===== src/rtl/vec_pkg.sv =====
// Shared constants and types for the vector load unit: lane count, FSM states, lane index.
package vec_pkg;
  localparam int LANES = 4;

  typedef enum logic [1:0] {
    IDLE,
    ISSUE,
    DRAIN,
    WRITE
  } state_t;

  typedef logic [1:0] lane_idx_t;
endpackage


===== src/rtl/vec_lane_collector.sv =====
// Four lane registers for an in-flight vector load, each written when its lane index is presented.
module vec_lane_collector
  import vec_pkg::*;
#(
  parameter int registerSize = 8
) (
  input  logic                    clk,
  input  logic                    reset,
  input  logic                    wr_en,
  input  lane_idx_t               wr_idx,
  input  logic [registerSize-1:0] wr_data,
  output logic [registerSize-1:0] lane_data [LANES]
);

  for (genvar gi = 0; gi < LANES; gi++) begin : g_lane
    logic [registerSize-1:0] lane_reg;

    always_ff @(posedge clk or posedge reset) begin
      if (reset) begin
        lane_reg <= '0;
      end else if (wr_en && (wr_idx == lane_idx_t'(gi))) begin
        lane_reg <= wr_data;
      end
    end

    assign lane_data[gi] = lane_reg;
  end

endmodule


===== src/rtl/vec_load_unit.sv =====
// Vector load unit: reads four lanes from data memory and writes them to one vector register.
// Define VEC_LOAD_STRIDE_EN to add a per-request reqStride input; otherwise lanes are consecutive.
module vec_load_unit
  import vec_pkg::*;
#(
  parameter int registerSize = 8,
  parameter int ADDR_W       = 16
) (
  input  logic                    clk,
  input  logic                    reset,
  input  logic                    reqValid,
  output logic                    reqReady,
  input  logic [ADDR_W-1:0]       reqAddr,
  input  logic [2:0]              reqReg,
`ifdef VEC_LOAD_STRIDE_EN
  input  logic [ADDR_W-1:0]       reqStride,
`endif
  output logic                    memRdEn,
  output logic [ADDR_W-1:0]       memAddr,
  input  logic [registerSize-1:0] memRdData,
  output logic                    regWrEn,
  output logic [2:0]              regToWrite,
  output logic [registerSize-1:0] regWriteData_0,
  output logic [registerSize-1:0] regWriteData_1,
  output logic [registerSize-1:0] regWriteData_2,
  output logic [registerSize-1:0] regWriteData_3,
  output logic                    busy
);

  state_t                  state_reg, state_next;
  lane_idx_t               lane_reg, lane_next;
  logic [ADDR_W-1:0]       base_reg;
  logic [2:0]              reg_idx_reg;
  logic [ADDR_W-1:0]       stride;
  logic [ADDR_W-1:0]       lane_off;
  logic                    accept;
  logic                    cap_en;
  lane_idx_t               cap_idx;
  logic [registerSize-1:0] lane_data [LANES];
  logic [registerSize-1:0] hold_reg  [LANES];
  logic [registerSize-1:0] out_data  [LANES];

  assign accept = reqValid && (state_reg == IDLE);

`ifdef VEC_LOAD_STRIDE_EN
  logic [ADDR_W-1:0] stride_reg;

  always_ff @(posedge clk or posedge reset) begin
    if (reset) begin
      stride_reg <= '0;
    end else if (accept) begin
      stride_reg <= reqStride;
    end
  end

  assign stride = stride_reg;
`else
  assign stride = ADDR_W'(1);
`endif

  always_ff @(posedge clk or posedge reset) begin
    if (reset) begin
      state_reg   <= IDLE;
      lane_reg    <= '0;
      base_reg    <= '0;
      reg_idx_reg <= '0;
    end else begin
      state_reg <= state_next;
      lane_reg  <= lane_next;
      if (accept) begin
        base_reg    <= reqAddr;
        reg_idx_reg <= reqReg;
      end
    end
  end

  // Read data lags the issue by one cycle, so ISSUE captures the previous lane and DRAIN the last.
  always_comb begin
    state_next = state_reg;
    lane_next  = lane_reg;
    memRdEn    = 1'b0;
    regWrEn    = 1'b0;
    cap_en     = 1'b0;
    cap_idx    = lane_reg - 2'd1;
    case (state_reg)
      IDLE: begin
        if (reqValid) begin
          state_next = ISSUE;
          lane_next  = '0;
        end
      end
      ISSUE: begin
        memRdEn   = 1'b1;
        cap_en    = (lane_reg != 2'd0);
        lane_next = lane_reg + 2'd1;
        if (lane_reg == 2'd3) begin
          state_next = DRAIN;
        end
      end
      DRAIN: begin
        cap_en     = 1'b1;
        cap_idx    = 2'd3;
        state_next = WRITE;
      end
      WRITE: begin
        regWrEn    = 1'b1;
        state_next = IDLE;
      end
      default: state_next = IDLE;
    endcase
  end

  assign lane_off = ADDR_W'(lane_reg) * stride;
  assign memAddr  = memRdEn ? (base_reg + lane_off) : '0;

  vec_lane_collector #(
    .registerSize(registerSize)
  ) u_collector (
    .clk      (clk),
    .reset    (reset),
    .wr_en    (cap_en),
    .wr_idx   (cap_idx),
    .wr_data  (memRdData),
    .lane_data(lane_data)
  );

  // Lane registers refill during the next load, so outputs come from a bank committed at WRITE.
  for (genvar gi = 0; gi < LANES; gi++) begin : g_out
    always_ff @(posedge clk or posedge reset) begin
      if (reset) begin
        hold_reg[gi] <= '0;
      end else if (state_reg == WRITE) begin
        hold_reg[gi] <= lane_data[gi];
      end
    end

    assign out_data[gi] = (state_reg == WRITE) ? lane_data[gi] : hold_reg[gi];
  end

  assign regWriteData_0 = out_data[0];
  assign regWriteData_1 = out_data[1];
  assign regWriteData_2 = out_data[2];
  assign regWriteData_3 = out_data[3];

  assign regToWrite = reg_idx_reg;
  assign reqReady   = (state_reg == IDLE);
  assign busy       = (state_reg != IDLE);

endmodule

===== config.mk =====
export PLATFORM = sky130hd
export DESIGN_NAME = vec_load_unit
export DESIGN_NICKNAME = d
export VERILOG_FILES = /design/src/rtl/vec_pkg.sv /design/src/rtl/vec_lane_collector.sv /design/src/rtl/vec_load_unit.sv
export SDC_FILE = /design/constraint.sdc
export NUM_CORES = 1
export LEC_CHECK = 0
export CAP_MARGIN = 25
export CORE_ASPECT_RATIO = 0.6
export CORE_UTILIZATION = 32
export CTS_CLUSTER_SIZE = 20
export DETAILED_ROUTE_END_ITERATION = 16
export PLACE_DENSITY = 0.54
export RECOVER_POWER = 50
export SLEW_MARGIN = 20
export SYNTH_ARGS = -nofsm -noshare
export SYNTH_HDL_FRONTEND = slang
export SYNTH_SLANG_ARGS = --single-unit

===== constraint.sdc =====
create_clock -name clk -period 4.5 [get_ports clk]
set_clock_uncertainty 0.2 [all_clocks]
set_input_delay 1.35 -clock clk [delete_from_list [all_inputs] [get_ports clk]]
set_output_delay 1.35 -clock clk [all_outputs]
set_load 0.02 [all_outputs]

* Yosys cells after proc, flatten, opt, wreduce, memory -nomap -nowiden
Cells that the tools add are included.
** Storage, ports and cells
- Register bits :: 87
- Input bits :: 30
- Output and inout bits :: 55
- Word-level logic and storage cells :: 50
** Operators by class
- Add/subtract/negate cells :: 3
- Eq/ne operators :: 9
- Mux-type cells :: 14
- Reduce and logical (&&, ||, !) cells :: 12
** Operator list (count)
- $mux W8 :: 4
- $add A16 B2 Y16 :: 1
- $mux W16 :: 1
- $eq A2 B2 Y1 const B :: 5
- $mux W2 :: 4
- $pmux W2 S4 :: 1
- $reduce_bool A2 Y1 :: 3
- $logic_and A1 B1 Y1 :: 5
- $eq A2 B1 Y1 const B :: 2
- $logic_not A2 Y1 :: 2
- $ne A2 B2 Y1 const B :: 2
- $pmux W2 S2 :: 1
- $reduce_and A2 Y1 :: 2
- $add A2 B1 Y2 const B :: 1
- $mux W1 :: 2
- $pmux W1 S2 :: 1
- $sub A2 B1 Y2 const B :: 1

* Longest topological paths before layout
- Word-level depth :: 4
- Gate-level depth with buffers :: 7

* Modules after synthesis
From an unflattened synthesis, not the netlist that was laid out.
** Second synthesis, totals
- Cell total of the unflattened synthesis :: 270
- Area total of the unflattened synthesis :: 3776.1 um^2
** Modules (own cells, without submodules)
- vec_load_unit :: instances 1, cells each 201, area an instance 2560.0 um^2, sequential area each 1376.3 um^2
- vec_lane_collector :: instances 1, cells each 69, area an instance 1216.2 um^2, sequential area each 800.8 um^2

* Least setup slack after synthesis
OpenSTA, ideal clock, no wires.
- Path type :: reg2out
- Start :: reg lane_reg[0]
- End :: out memAddr[12]
- Data arrival time :: 1.908 ns
- Data required time :: 2.950 ns
- Setup slack :: 1.042 ns
- Cell stages (with the launch flop) :: 6
- Path buffers :: 0
- Path through :: dfrtp_1 -> ha_1 -> fa_1 -> nand3_1 -> or4_1 -> a21oi_1
** On the way
- Cells in the longest elaborated chain, start to end :: 2
** Ends and longest elaborated chain
- start, declared :: RTL line vec_load_unit.sv:31 : lane_idx_t lane_reg, lane_next;
- start signal, assigned :: RTL line vec_load_unit.sv:69 : lane_reg <= lane_next;
- $add A16 B2 Y16 :: RTL line vec_load_unit.sv:114 : assign memAddr = memRdEn ? (base_reg + lane_off) : '0;
- $mux W16 :: RTL line vec_load_unit.sv:114
- end, declared :: RTL line vec_load_unit.sv:19 : output logic [ADDR_W-1:0] memAddr,
No other way between the ends.

* Final worst setup path
Ends and elaborated chain as after synthesis.

==> results_dict.tcl <==
set metrics [dict create \
    status "finished with violations" \
    violations_in_the_final_reports "max-capacitance violations, max-slew violations" \
    synthTopCellsByArea "sky130_fd_sc_hd__dfrtp_1, sky130_fd_sc_hd__mux2_2, sky130_fd_sc_hd__mux2_1" \
    fillCellCount 1061 \
    cp-end-kind "output pin" \
    synth-edff-count 0 \
    power.share.combinational 0.480 \
    chipWidth_um 142 \
    numCtsBuffers 9 \
    synth_area_leader_cell "sky130_fd_sc_hd__dfrtp_1" \
    power.leakage_nw 2.09 \
    slew_worst_pin_ns 1.92 \
    synth-seq-cells 87 \
    utilization 0.446 \
    hold_violations 0 \
    synth-seq-area-share 0.580 \
    syn2layout_area_growth_pct 35.2 \
    worst-endpoint-arrival_ns 2.74 \
    setup_repair_bufs_after_cts 0 \
    starting_density_of_the_core 0.330 \
    drt_first_pass_iters 4 \
    ctsHoldBuffers 0 \
    ir_drop_mv 0.359 \
    place_hpwl_um 5620 \
    grt_pass1_vias 2512 \
    grt_max_degree 46 \
    wl_per_cell_um 15.1 \
    vias_per_cell 4.66 \
    grt_setup_unrepaired "false" \
    die_height_um 85.9 \
    max-slew-margin-rel -0.285 \
    final_period_minus_worst_setup_slack_ns 4.29 \
    avgSynthCellArea_um2 13.8 \
    placement_rows 30 \
    gr-total-overflow 0 \
    yosysTopAreaCellShare 0.580 \
    async_reset_ff_frac 1.00 \
    post_synth_inst_count 272 \
    pwr_density_cell_mw_per_mm2 806 \
    maxCapViolations 1 \
    fin_hold_ws_ns 0.281 \
    vias 2452 \
    dominantRegCellSynth "sky130_fd_sc_hd__dfrtp_1" \
    finalMaxSlewViolations 44 \
    cp.required_ns 2.95 \
    total_switching_power_mw 1.52 \
    route.final.wire_length_um 7950 \
    internal_power_mw 2.57 \
    reg2reg_setup_slack_ns 2.03 \
    min_path_type "flop to flop" \
    syn_nets 311 \
    clock_network_latency_to_the_later_pin_of_the_worst_skew_pair_ns 0.33 \
    power.sequential.fraction 0.345 \
    timing.setup.tns_ns 0 \
    n_antenna_cell 0 \
    fin_nets 400 \
    drt_drc_violations_left 0 \
    numPortBuffers 84 \
    grt_first_pass_wirelength_um 13100 \
    netlist_top_cells_count "sky130_fd_sc_hd__dfrtp_1, sky130_fd_sc_hd__mux2_2, sky130_fd_sc_hd__mux2_1, sky130_fd_sc_hd__nor2_1" \
    fp.coreArea_mm2 0.0114 \
    critPathMaxFanout 8 \
    yosysMostFrequentCell "sky130_fd_sc_hd__dfrtp_1" \
    gp_congestion 0.799 \
    p_sw_frac 0.372 \
    antenna_found_initial 0 \
    fmax_mhz 233 \
    drive_above_1_share 0.142 \
    final_antenna_net_count 0 \
    top_level_ports 85 \
    count_of_different_cell_masters_after_synthesis 35 \
    ctsRootBufferMaster "sky130_fd_sc_hd__clkbuf_16" \
    finalCritPeriodShare 0.954 \
    setup.worst_path.start_class "flop" \
    die_area_mm2 0.0122 \
    criticalPathCategory "flop to output pin" \
    cts.reportedPaths.clkPinSlew_ns 0.06 \
    synth.cell_area_mm2 0.00375 \
    ys_warn_count 0 \
    clock_tree_from_tritoncts "built" \
    clkSinkCount 87 \
    p_clk_frac 0.175 \
    clock_path_buffers 2 \
    globalRouteTotalUtil 0.141 \
    ctsHtreeMaxLevel 3 \
    finalSetupViolations 0 \
    drt_iter0_markers 129 \
]
[worst max-delay path: stages, from the launching register on]
cell and delay [ns]:
sky130_fd_sc_hd__dfrtp_1 0.46, sky130_fd_sc_hd__ha_1 0.23, sky130_fd_sc_hd__fa_1 0.23, sky130_fd_sc_hd__nand3_2 0.18
sky130_fd_sc_hd__or4_1 0.54, sky130_fd_sc_hd__a21oi_1 0.15, sky130_fd_sc_hd__clkdlybuf4s50_1 0.62
[cell usage in the layout, fill, tap and decap left out, types with 5 or more instances in the layout]
| cell | n |
|---|---|
| sky130_fd_sc_hd__nand2_1 | 9 |
| sky130_fd_sc_hd__dfrtp_1 | 87 |
| sky130_fd_sc_hd__xnor2_1 | 9 |
| sky130_fd_sc_hd__mux2_2 | 28 |
| sky130_fd_sc_hd__mux2_1 | 55 |
| sky130_fd_sc_hd__inv_1 | 6 |
| sky130_fd_sc_hd__ha_1 | 8 |
| sky130_fd_sc_hd__nor2_1 | 15 |
| sky130_fd_sc_hd__clkdlybuf4s50_1 | 82 |
| sky130_fd_sc_hd__clkbuf_16 | 9 |
| sky130_fd_sc_hd__nand3_1 | 5 |
[layout make-up]
cell class	count	area, um2	share of cell area
sequential	87	2180	0.429
multi-input combinational	169	1520	0.300
timing repair buffer	86	853	0.168
clock buffer	11	253	0.0498
tap	160	200	0.0394
clock inverter	5	40.0	0.00789
inverter	8	31.3	0.00616
[repair_timing]
| action | in CTS | in global routing |
|---|---|---|
| setup endpoints to repair | 0 | 2 |
| resized for setup | 0 | 2 |
| hold endpoints to repair | 0 | 0 |
[cell families (layout without fill, tap and decap cells)]
group                    after synthesis  count (layout)  synth area share
multiplexers                          84              84             0.252
flip-flops                            87              87             0.580
AND/OR/NAND/NOR                       52              52            0.0717
XOR/XNOR                              10              10            0.0233
buffers and inverters                 16             110            0.0170
adder cells (fa/ha/maj)                9               9            0.0320
AO/OA/AOI/OAI                         14              14            0.0243
[metrics by stage]
| step | cell area [um2] | power (mW) | setup slack, ns | cells |
|---|---|---|---|---|
| finish | 5080 | 4.09 | 0.207 | 526 |
| global route | 5080 | 4.36 | 0.0390 | 526 |
| CTS | 5080 | 4.18 | 0.132 | 526 |
| detailed placement | 4790 | 3.44 | 0.496 | 510 |
| global placement | 4790 | 3.40 | 0.546 | 510 |
| floorplan | 3750 | 2.60 | 0.700 | 272 |
[layer usage]
layer,global-route usage,routed length [um]
met1,0.206,4190
met4,0.0469,101
met2,0.201,3340
met5,0,0
met3,0.0385,327
[worst paths after layout]
check                        startpoint                           endpoint  depth (start not counted)
min in group asynchronous         reset                        base_reg[9]                          2
min reg2reg                hold_reg[26]                       hold_reg[26]                          1
max reg2reg                state_reg[1]  u_collector.g_lane[2].lane_reg[2]                          5
max in group asynchronous         reset  u_collector.g_lane[3].lane_reg[1]                          3
max                         lane_reg[0]                        memAddr[12]                          6
min                        hold_reg[26]                       hold_reg[26]                          1
[power by group through the flow]
stage	Sequential [mW]	Combinational, mW	Clock (mW)
3_5_place_dp	1.42	2.02	0
6_report	1.41	1.97	0.717
3_3_place_gp	1.41	1.99	0
4_1_cts	1.41	2.03	0.739
2_1_floorplan	1.37	1.24	0
5_1_grt	1.46	2.12	0.776
(Power assumes the default switching activity.)
